File: src/rtl/gamepad_source_arbiter.sv
// gamepad_source_arbiter: shares one 12-bit pad between the PCB, USB and BT sources; handoff needs an idle owner plus a confirmed challenger
// Ports: clk, reset (sync, active-high); pcb_btn; usb_btn/usb_connected; bt_btn/bt_connected; lock;
//        pad_btn (owner buttons, registered); active_source (owner code); source_changed (1-cycle pulse per change)
module gamepad_source_arbiter #(
  parameter int DEFAULT_SOURCE = 0,
  parameter int IDLE_CYCLES = 65536,
  parameter int CONFIRM_CYCLES = 4
) (
  input  logic        clk,
  input  logic        reset,
  input  logic [11:0] pcb_btn,
  input  logic [11:0] usb_btn,
  input  logic        usb_connected,
  input  logic [11:0] bt_btn,
  input  logic        bt_connected,
  input  logic        lock,
  output logic [11:0] pad_btn,
  output logic [1:0]  active_source,
  output logic        source_changed
);
  localparam int IW = $clog2(IDLE_CYCLES + 1);
  localparam int CW = $clog2(CONFIRM_CYCLES);
  localparam logic [1:0] NONE = 2'd3;
  typedef enum logic {OWN, CONFIRM} state_e;
  state_e state_q, state_d;
  logic [1:0] owner_q, owner_d, cand_q, cand_d, cand;
  logic [IW-1:0] idle_q, idle_d;
  logic [CW-1:0] conf_q, conf_d;
  logic [11:0] pad_q, pad_d;
  logic chg_q, chg_d;
  logic [11:0] btn [4];
  logic [3:0] conn;
  logic owner_idle, fallback, cond;
  assign btn[0] = pcb_btn;
  assign btn[1] = usb_btn;
  assign btn[2] = bt_btn;
  assign btn[3] = 12'h000;
  // code 3 is never connected, so an illegal default falls back to PCB
  assign conn = {1'b0, bt_connected, usb_connected, 1'b1};
  assign owner_idle = idle_q == IW'(IDLE_CYCLES);
  assign fallback = !conn[owner_q];
  assign cand = (owner_q != 2'd1 && usb_connected && |usb_btn) ? 2'd1 :
                (owner_q != 2'd2 && bt_connected && |bt_btn) ? 2'd2 :
                (owner_q != 2'd0 && |pcb_btn) ? 2'd0 : NONE;
  assign cond = !lock && owner_idle && cand == cand_q;
  always_comb begin
    state_d = state_q;
    owner_d = owner_q;
    cand_d = cand_q;
    conf_d = conf_q;
    chg_d = 1'b0;
    idle_d = |btn[owner_q] ? '0 : owner_idle ? idle_q : idle_q + 1'b1;
    if (fallback) begin
      owner_d = 2'd0;
      chg_d = 1'b1;
      state_d = OWN;
      idle_d = '0;
      conf_d = '0;
    end else if (state_q == OWN) begin
      if (!lock && owner_idle && cand != NONE) begin
        state_d = CONFIRM;
        cand_d = cand;
        conf_d = CW'(1);
      end
    end else if (cond && conf_q == CW'(CONFIRM_CYCLES - 1)) begin
      owner_d = cand_q;
      chg_d = 1'b1;
      idle_d = '0;
      conf_d = '0;
      state_d = OWN;
    end else if (cond) begin
      conf_d = conf_q + 1'b1;
    end else begin
      state_d = OWN;
      conf_d = '0;
    end
    pad_d = conn[owner_d] ? btn[owner_d] : 12'h000;
  end
  always_ff @(posedge clk) begin
    if (reset) begin
      state_q <= OWN;
      owner_q <= 2'(DEFAULT_SOURCE);
      cand_q <= NONE;
      conf_q <= '0;
      idle_q <= '0;
      pad_q <= '0;
      chg_q <= 1'b0;
    end else begin
      state_q <= state_d;
      owner_q <= owner_d;
      cand_q <= cand_d;
      conf_q <= conf_d;
      idle_q <= idle_d;
      pad_q <= pad_d;
      chg_q <= chg_d;
    end
  end
  assign pad_btn = pad_q;
  assign active_source = owner_q;
  assign source_changed = chg_q;
endmodule

File: config.mk
export PLATFORM = sky130hd
export DESIGN_NAME = gamepad_source_arbiter
export DESIGN_NICKNAME = d
export VERILOG_FILES = /design/src/rtl/gamepad_source_arbiter.sv
export SDC_FILE = /design/constraint.sdc
export NUM_CORES = 1
export LEC_CHECK = 0
export ABC_CLOCK_PERIOD_IN_PS = 3510
export BUFFER_PORTS_ARGS = -buffer_cell sky130_fd_sc_hd__buf_2
export CAP_MARGIN = 30
export CORE_MARGIN = 1
export CORE_UTILIZATION = 52
export DETAILED_ROUTE_END_ITERATION = 16
export GPL_TIMING_DRIVEN = 0
export PLACE_DENSITY_LB_ADDON = 0.12
export SLEW_MARGIN = 5
export SYNTH_ARGS = -nofsm -noshare
export SYNTH_HDL_FRONTEND = slang
export SYNTH_SLANG_ARGS = --single-unit
File: constraint.sdc
create_clock -name clk -period 3.51 [get_ports clk]
set_input_delay 0.702 -clock clk [delete_from_list [all_inputs] [get_ports clk]]
set_output_delay 0.702 -clock clk [all_outputs]
set_load 0.005 [all_outputs]
==> flow_summary.json, run 1 <==
{
  "status": "complete, no violations",
  "crit_path_start_kind": "primary input",
  "critPathBufInv": 2,
  "worst_ep_arrival_time_ps": 3200,
  "tightest_slew_ps": 532.8,
  "finalNonFillerCells": 351,
  "nets": 344,
  "cts-root-buf": "clkbuf_8",
  "ys_types": 55,
  "ant_nets": 0,
  "layout-drive-gt1-share_pct": 31.56,
  "yosysMostFrequentCell": "dfxtp_1",
  "skew_ps": 9.779,
  "slowest_delay_ps": 600,
  "cp.required_ps": 3690,
  "ys.flop_type": "dfxtp_1",
  "numCtsBuffers": 5,
  "synth_area_per_cell_um2": 9.247,
  "die_h_um": 67.06,
  "drt_pre_antenna_iters": 4,
  "total_power_mw": 0.7955,
  "synth.net_count": 282,
  "core_area_um2": 4029,
  "dp_cells": 343,
  "p_per_area_nw_per_um2": 303.5,
  "clock_sinks": 37,
  "htree_levels": 2,
  "cts_buffer_depth": 2,
  "power.share.clock_pct": 36.2,
  "max_freq_mhz": 331.2,
  "setup_violations": 0,
  "yosys.area.top_type": "dfxtp_1",
  "seq_area_frac_synth_pct": 33.66,
  "min_period_ps": 3019,
  "synth_adder_area_share_pct": 1.706,
  "grt_setup_unrepaired": "false",
  "portBuffers": 55,
  "synth_edf_count": 0,
  "ys_ff_latch": 37,
  "critPathCaptureType": "register",
  "fillCellCount": 383,
  "crit_type": "primary input to register",
  "crit_path_max_fanout": 10,
  "io_pins": 56,
  "fin_setup_tns_ps": 0,
  "worstPathCellList": "buf_2 -> nor4_2 -> a311oi_2 -> or4b_4 -> a41o_1 -> or2_1 -> nand3_2 -> buf_2 -> nor2_1",
  "synth-xor-area-share_pct": 5.969,
  "vdd_drop_max_v": 0.0002210,
  "final_area_um2": 2621,
  "rows": 23,
  "drt_iter0_drc": 62,
  "drc_errors": 0,
  "fin_ws_ps": 490.7,
  "synthTopCellsByCount": "dfxtp_1, nor2_1, nand2_1",
  "finalCritPeriodShare_pct": 86.02,
  "hold_slack_ps": 526.2,
  "grt-ovfl-total": 0,
  "dieArea_um2": 4496,
  "cap_violations": 0,
  "switchingPower_mw": 0.1940,
  "cts_tree": "built",
  "synth_mux_area_share_pct": 5.514,
  "synth.area.top_cells": "dfxtp_1, o2bb2ai_2, nor2_1, mux2i_1, xor2_1",
  "gp_congestion": 0.8348,
  "antenna_cells": 0,
  "grt_pass1_wl_mm": 8.107,
  "yosysWarnings": 0,
  "synth_top_family_by_area": "simple AND/OR/NAND/NOR gates",
  "cts.repair.resized": 0,
  "via_per_inst": 5.581,
  "crit_family": "simple AND/OR/NAND/NOR gates",
  "antenna_found_initial": 0,
  "clk_pin_slew_ps": 70,
  "wl_mm": 4.816,
  "utilization_pct": 65.06,
  "intPower_mw": 0.6015,
  "p_sw_share_pct": 24.38,
  "syn-cell-area_um2": 2201,
  "area_delta_synth_final_pct": 19.10,
  "die_width_um": 67.06,
  "post_cts_buffers": 0,
  "dp_hpwl_mm": 3.822,
  "insertion_delay_ps": 290,
  "pre_cts_ws_ps": 157.2,
  "gr-usage-all-layers_pct": 24.46,
  "hold_viol_final": 0,
  "comb_power_share_pct": 10.0,
  "synthSimpleGateAreaFrac_pct": 29.90,
  "vias": 1959,
  "crit_slowest_cell": "or4b_4",
  "leakage_nw": 0.9890,
  "syn_inst": 238,
  "synth_compound_area_share_pct": 18.53,
  "crit_top_cell": "buf_2",
  "start_util_pct": 54.63,
  "slew-limit-headroom_pct": 64.15,
  "grt_pass1_vias": 1784,
  "routedWlPerCell_um": 13.72,
  "p_seq_share_pct": 53.8,
  "slew_violations": 0,
  "grt_max_degree": 12,
  "min_path_type": "register to register",
  "async_reset_ff_share_pct": 0,
  "holdBufCountCts": 0,
  "dpl_cell_area_um2": 2539,
  "synth_top_area_share_pct": 33.66
}
## worst reg2reg max path, delay by kind of cell (launching register included)
family | cells | cell delay (ps)
and+or+nand+nor | 4 | 1230
DFF | 1 | 350
muxes | 1 | 280
buffers and inverters | 3 | 410
adders and majority gates | 1 | 160
AOI/OAI and AO/OA | 2 | 350
## metal layers
metal / routed length, µm / up-vias / track usage (%)
li1: - / 992 / -
met1: 2272 / 928 / 31.24
met2: 2301 / 33 / 39.88
met3: 177 / 6 / 5.651
met4: 63 / 0 / 7.979
met5: 0 / - / 0
## layout make-up
type / count / area (µm²) / area share, %
multi-input cells: 185 / 1356 / 51.74
flip-flops and latches: 37 / 740.7 / 28.26
repair buffers: 55 / 275.3 / 10.50
plain buffers: 8 / 73.82 / 2.816
clock buffers: 6 / 72.57 / 2.769
well taps: 50 / 62.56 / 2.387
inverters: 8 / 30.03 / 1.146
clock inverters: 2 / 10.01 / 0.3819
## logic make-up after synthesis
| family | count (synthesis) |
|---|---|
| AO/OA/AOI/OAI | 40 |
| XOR/XNOR | 15 |
| adder cells (fa/ha/maj) | 3 |
| buffers and inverters | 16 |
| flip-flops | 37 |
| multiplexers | 12 |
| AND/OR/NAND/NOR | 115 |
## state kept, by name, indices dropped and copies added (netlist names)
signal	cells
state_q	1
active_source	2
idle_q	17
cand_q	2
pad_btn	12
source_changed	1
conf_q	2
## layout by cell type (no fill, tap or decap), types with 3 or more instances in the layout
master	count
buf_2	56
dfxtp_1	37
nor2_1	33
nand2_1	18
and2_1	11
mux2i_1	11
nor4_1	10
xor2_1	10
a21oi_1	9
o2bb2ai_2	9
inv_1	8
nand4_1	7
nand3_1	5
xnor2_1	5
clkbuf_8	5
and3_1	4
nor4_2	3
nor4b_2	3
buf_6	3
clkbuf_1	3
nor3_1	3
ha_1	3
## worst paths after layout
path / startpoint / depth (start not counted) / slack (ps) / endpoint
setup / recovery: bt_btn[3] / 9 / 490 / idle_q[2]$_SDFF_PP0_
hold / removal: idle_q[16]$_SDFF_PP0_ / 2 / 530 / idle_q[16]$_SDFF_PP0_
setup reg to reg: idle_q[0]$_SDFF_PP0_ / 11 / 620 / pad_btn[10]$_SDFF_PP0_
hold reg to reg: idle_q[16]$_SDFF_PP0_ / 2 / 530 / idle_q[16]$_SDFF_PP0_
## power by group through the flow
| stage | sequential, mW | clock (mW) | combinational [mW] |
|---|---|---|---|
| 2_1_floorplan | 0.439 | 0 | 0.0336 |
| 3_3_place_gp | 0.438 | 0 | 0.0784 |
| 3_5_place_dp | 0.438 | 0 | 0.0793 |
| 4_1_cts | 0.428 | 0.297 | 0.0796 |
| 5_1_grt | 0.429 | 0.315 | 0.0879 |
| 6_report | 0.428 | 0.288 | 0.0793 |
No activity file was read; power rests on OpenSTA's default activity.
==> run 2, diff against run 1 <==
--- a/config.mk
+++ b/config.mk
@@ -12,7 +12,7 @@
 export CORE_UTILIZATION = 52
 export DETAILED_ROUTE_END_ITERATION = 16
 export GPL_TIMING_DRIVEN = 0
-export PLACE_DENSITY_LB_ADDON = 0.12
+export PLACE_DENSITY = 0.77
 export SLEW_MARGIN = 5
 export SYNTH_ARGS = -nofsm -noshare
 export SYNTH_HDL_FRONTEND = slang
==> run 2 against run 1 <==
Combinational power up 3.2%. Count of clock-buffer cells in the layout is 1 lower. Critical path depth unchanged. Via count decreased by 1.2%. Non-clock buffer count stayed put. Power rose by 8.7%. Sequential cell count unchanged. Sequential share of layout area fell by 0.23 points. Worst hold slack got worse by 3.1 ps. Cell count is 0.28% lower. Setup slack worse by 11 ps. Sequential power about the same.
==> flow_summary.json, run 2 (synthesis results as in run 1) <==
{
  "crit_type": "primary input to register",
  "multiInputGateArea_um2": 1356,
  "start_util_pct": 54.63,
  "cap_violations": 0,
  "fin_setup_tns_ps": 0,
  "clk_pin_slew_ps": 70,
  "holdBufCountCts": 0,
  "numCtsBuffers": 5,
  "layout-drive-gt1-share_pct": 31.67,
  "ff_latch_area_um2": 740.7,
  "cts_tree": "built",
  "grt-ovfl-total": 0,
  "die_h_um": 67.06,
  "die_width_um": 67.06,
  "crit_path_max_fanout": 10,
  "grt_pass1_wl_mm": 8.473,
  "cts-root-buf": "clkbuf_8",
  "via_per_inst": 5.531,
  "wl_met1_mm": 2.392,
  "p_per_area_nw_per_um2": 327.2,
  "gp_congestion": 0.8787,
  "status": "complete, no violations",
  "reg2reg_slack_ps": 690,
  "post_cts_buffers": 0,
  "dp_hpwl_mm": 3.929,
  "rr_worst_depth": 11,
  "antenna_found_initial": 0,
  "final_common_cell": "buf_2",
  "worst_ep_arrival_time_ps": 3210,
  "wl_met3_um": 228,
  "vdd_drop_max_v": 0.0002551,
  "largest_reg_flops": 17,
  "slew_violations": 0,
  "final_cell_mix": "buf_2, dfxtp_1, nor2_1",
  "tightest_slew_ps": 743.3,
  "nets": 344,
  "skew_ps": 5.447,
  "utilization_pct": 65.59,
  "htree_levels": 2,
  "grt_setup_unrepaired": "false",
  "max_freq_mhz": 330.0,
  "ant_nets": 0,
  "finalCritPeriodShare_pct": 86.34,
  "min_period_ps": 3031,
  "antenna_cells": 0,
  "highest-signal-layer": "met4",
  "met2_length_mm": 2.433,
  "core_area_um2": 4029,
  "drt_iter0_drc": 75,
  "wl_mm": 5.105,
  "portBuffers": 55,
  "hold_end": "idle_q[16]$_SDFF_PP0_",
  "hold_path.startpoint": "idle_q[16]$_SDFF_PP0_",
  "gr-usage-all-layers_pct": 25.13,
  "r2r-start": "idle_q[0]$_SDFF_PP0_",
  "area_delta_synth_final_pct": 20.07,
  "rows": 23,
  "drc_errors": 0,
  "worst_r2r_endpoint": "pad_btn[2]$_SDFF_PP0_",
  "holdPathStages": 2,
  "top_register": "idle_q",
  "cts_buffer_depth": 2,
  "clock_sinks": 37,
  "grt_max_degree": 12,
  "min_path_type": "register to register",
  "dieArea_um2": 4496,
  "hold_viol_final": 0,
  "setup_violations": 0,
  "critPathCaptureType": "register",
  "cp.required_ps": 3690,
  "vias": 1936,
  "cts.repair.resized": 0,
  "drt_pre_antenna_iters": 4,
  "routedWlPerCell_um": 14.59,
  "io_pins": 56,
  "crit_path_start_kind": "primary input",
  "leakage_nw": 0.9980,
  "slew-limit-headroom_pct": 49.99,
  "insertion_delay_ps": 290,
  "fillCellCount": 352,
  "grt_pass1_vias": 1867
}
[run 2: cell types whose count changed in the layout (fill, tap and decap cells not counted)]
cell / delta
clkinv_2: -1
bufinv_16: +1
clkbuf_1: -1
[run 2: worst max-delay path by stage]
| stage | from | end | slack (ps) | cells after the start |
|---|---|---|---|---|
| floorplan | bt_btn[3] | idle_q[10]$_SDFF_PP0_ | 720 | 8 |
| global placement | pcb_btn[7] | idle_q[7]$_SDFF_PP0_ | 250 | 9 |
| detailed placement | pcb_btn[3] | idle_q[5]$_SDFF_PP0_ | 210 | 9 |
| CTS | pcb_btn[3] | idle_q[6]$_SDFF_PP0_ | 510 | 9 |
| global route | pcb_btn[3] | pad_btn[1]$_SDFF_PP0_ | 320 | 9 |
| finish | pcb_btn[3] | idle_q[9]$_SDFF_PP0_ | 480 | 9 |
[run 2: worst max-delay path, cell delays in order]
cell,delay (ps)
buf_2,110
nor4_1,470
a31oi_1,280
or3_1,530
a41o_1,360
or2_1,270
nand3_2,170
buf_2,240
nor2_1,70
[run 2: layout make-up]
type / count / area share [%]
inverters: 8 / 1.136
well taps: 50 / 2.367
flip-flops and latches: 37 / 28.03
plain buffers: 8 / 2.794
multi-input cells: 185 / 51.33
clock buffers: 5 / 2.604
clock inverters: 2 / 1.326
repair buffers: 55 / 10.42
[run 2: metrics by stage]
stage          total power [mW]  hold WS, ps  setup slack (ps)  cells  instance area (µm²)
6_report                 0.8645        523.1             479.4    350                 2643
3_3_place_gp             0.5172        492.8             253.9    343                 2539
3_5_place_dp             0.5184        508.9             207.0    343                 2539
2_1_floorplan            0.4730        470.9             718.4    238                 2201
5_1_grt                  0.8930        575.8             324.2    350                 2643
4_1_cts                  0.8701        530.7             507.8    350                 2643
[run 2: layer usage]
metal | GRT usage (%) | up-vias
met2 | 41.13 | 45
met3 | 6.164 | 4
li1 | - | 992
met4 | 8.777 | 0
met5 | 0 | -
met1 | 31.58 | 895
[run 2: where the power goes]
part,total (mW),internal (mW),switching (mW)
sequential,0.428,0.427,0.00141
combinational,0.0818,0.0372,0.0446
clock,0.355,0.206,0.148
total,0.865,0.670,0.194
==> run 3, diff against run 2 <==
--- a/config.mk
+++ b/config.mk
@@ -12,7 +12,7 @@
 export CORE_UTILIZATION = 52
 export DETAILED_ROUTE_END_ITERATION = 16
 export GPL_TIMING_DRIVEN = 0
-export PLACE_DENSITY = 0.77
+export PLACE_DENSITY = 0.79
 export SLEW_MARGIN = 5
 export SYNTH_ARGS = -nofsm -noshare
 export SYNTH_HDL_FRONTEND = slang
==> run 3 against run 2 <==
Cell count rose by 0.29%. Global-route usage fell by 0.97 points. Critical path depth rose by 2. Clock power fell by 10%.
==> flow_summary.json, run 3 (synthesis results as in run 1) <==
{
  "reg2reg_slack_ps": 560,
  "pre_cts_ws_ps": 276.9,
  "gr-usage-all-layers_pct": 24.16,
  "layout-drive-gt1-share_pct": 31.89,
  "numCtsBuffers": 5,
  "grt-ovfl-total": 0,
  "rows": 23,
  "hold_slack_ps": 504.7,
  "cts_tree": "built",
  "status": "complete, no violations",
  "ant_nets": 0,
  "wl_mm": 5.003,
  "die_h_um": 67.06,
  "grt_pass1_vias": 1806,
  "worst_ep_arrival_time_ps": 3130,
  "portBuffers": 55,
  "worstSetupEndpoint": "pad_btn[2]$_SDFF_PP0_",
  "utilization_pct": 65.40,
  "vias": 2015,
  "insertion_delay_ps": 290,
  "p_per_area_nw_per_um2": 313.7,
  "htree_levels": 2,
  "finalNonFillerCells": 351,
  "cts_buffer_depth": 2,
  "cp.required_ps": 3690,
  "tightest_slew_ps": 656.0,
  "drc_errors": 0,
  "post_cts_buffers": 0,
  "setup_violations": 0,
  "worstPathCellList": "inv_1 -> ha_1 -> nor4b_2 -> nand4_1 -> or3_1 -> buf_6 -> or3b_4 -> o22ai_4 -> buf_12 -> mux2i_1 -> o2bb2ai_2",
  "holdBufCountCts": 0,
  "crit_path_max_fanout": 10,
  "skew_ps": 10.52,
  "critPathCaptureType": "register",
  "cap_violations": 0,
  "critPathLaunch": "idle_q[0]$_SDFF_PP0_",
  "final_common_cell": "buf_2",
  "slowest_delay_ps": 410,
  "worst_r2r_endpoint": "pad_btn[2]$_SDFF_PP0_",
  "cp.depth": 11,
  "antenna_found_initial": 0,
  "crit_family": "simple AND/OR/NAND/NOR gates",
  "crit_path_start_kind": "register",
  "max_freq_mhz": 339.1,
  "via_per_inst": 5.741,
  "slew_violations": 0,
  "vdd_drop_max_v": 0.0002444,
  "finalCritPeriodShare_pct": 84.01,
  "crit_type": "register to register",
  "hold_viol_final": 0,
  "die_width_um": 67.06,
  "cts.repair.resized": 0,
  "largest_reg_flops": 17,
  "grt_max_degree": 13,
  "leakage_nw": 0.9952,
  "area_delta_synth_final_pct": 19.73,
  "nets": 344,
  "dp_cells": 343,
  "routedWlPerCell_um": 14.25,
  "dp_hpwl_mm": 4.016,
  "top_register": "idle_q",
  "grt_pass1_wl_mm": 8.273,
  "slew-limit-headroom_pct": 55.87,
  "fin_setup_tns_ps": 0,
  "r2r-start": "idle_q[0]$_SDFF_PP0_",
  "io_pins": 56,
  "gp_congestion": 0.8790,
  "grt_setup_unrepaired": "false",
  "antenna_cells": 0,
  "fin_ws_ps": 561.4,
  "drt_iter0_drc": 107,
  "rr_worst_depth": 11,
  "final_cell_mix": "buf_2, dfxtp_1, nor2_1",
  "cts-root-buf": "clkbuf_8",
  "min_path_type": "register to register",
  "start_util_pct": 54.63,
  "clk_pin_slew_ps": 80,
  "dieArea_um2": 4496,
  "clock_sinks": 37,
  "core_area_um2": 4029,
  "crit_slowest_cell": "or3_1",
  "fillCellCount": 361,
  "drt_pre_antenna_iters": 4,
  "min_period_ps": 2949,
  "critPathBufInv": 3
}
[run 3: cell types whose count changed in the layout (fill, tap and decap cells not counted), sizes merged]
cell	before	now
clkbuf	7	8
bufinv	1	0
clkinv	1	2
[run 3: worst min-delay path by stage]
| stage | startpoint | cells after the start | slack (ps) | end |
|---|---|---|---|---|
| after floorplan | idle_q[16]$_SDFF_PP0_ | 2 | 470 | idle_q[16]$_SDFF_PP0_ |
| after global placement | idle_q[16]$_SDFF_PP0_ | 2 | 490 | idle_q[16]$_SDFF_PP0_ |
| after detailed placement | idle_q[16]$_SDFF_PP0_ | 2 | 490 | idle_q[16]$_SDFF_PP0_ |
| after CTS | idle_q[16]$_SDFF_PP0_ | 2 | 510 | idle_q[16]$_SDFF_PP0_ |
| after global routing | idle_q[16]$_SDFF_PP0_ | 2 | 550 | idle_q[16]$_SDFF_PP0_ |
| final | idle_q[16]$_SDFF_PP0_ | 2 | 500 | idle_q[16]$_SDFF_PP0_ |
[run 3: worst register-to-register path, delay by kind of cell, from the launching register on]
| kind | cells | cell delay [ps] |
|---|---|---|
| multiplexers | 1 | 250 |
| AND/OR/NAND/NOR | 4 | 1260 |
| buffers and inverters | 3 | 420 |
| AO/OA/AOI/OAI | 2 | 360 |
| flip-flops | 1 | 370 |
| adder cells (fa/ha/maj) | 1 | 190 |
[run 3: report_power, final]
group	internal [mW]	switching [mW]
logic	0.0372	0.0433
registers	0.427	0.00162
clock network	0.159	0.159
[run 3: area by class of cell]
class	count	area, µm²	area share (%)
clock inverters	2	13.76	0.5223
clock buffers	6	82.58	3.134
multi-input cells	185	1356	51.47
flip-flops and latches	37	740.7	28.11
inverters	8	30.03	1.140
well taps	50	62.56	2.374
plain buffers	8	73.82	2.802
repair buffers	55	275.3	10.45
[run 3: metrics by stage]
step,power (mW),cell area (µm²)
finish,0.8266,2635
global route,0.8555,2635
CTS,0.8280,2635
detailed placement,0.5184,2539
global placement,0.5168,2539
floorplan,0.4730,2201
[run 3: metal layers]
layer	track usage, %	routed length, µm
met1	31.86	2238
met2	39.00	2414
met3	5.137	295
met4	6.915	54
met5	0	0
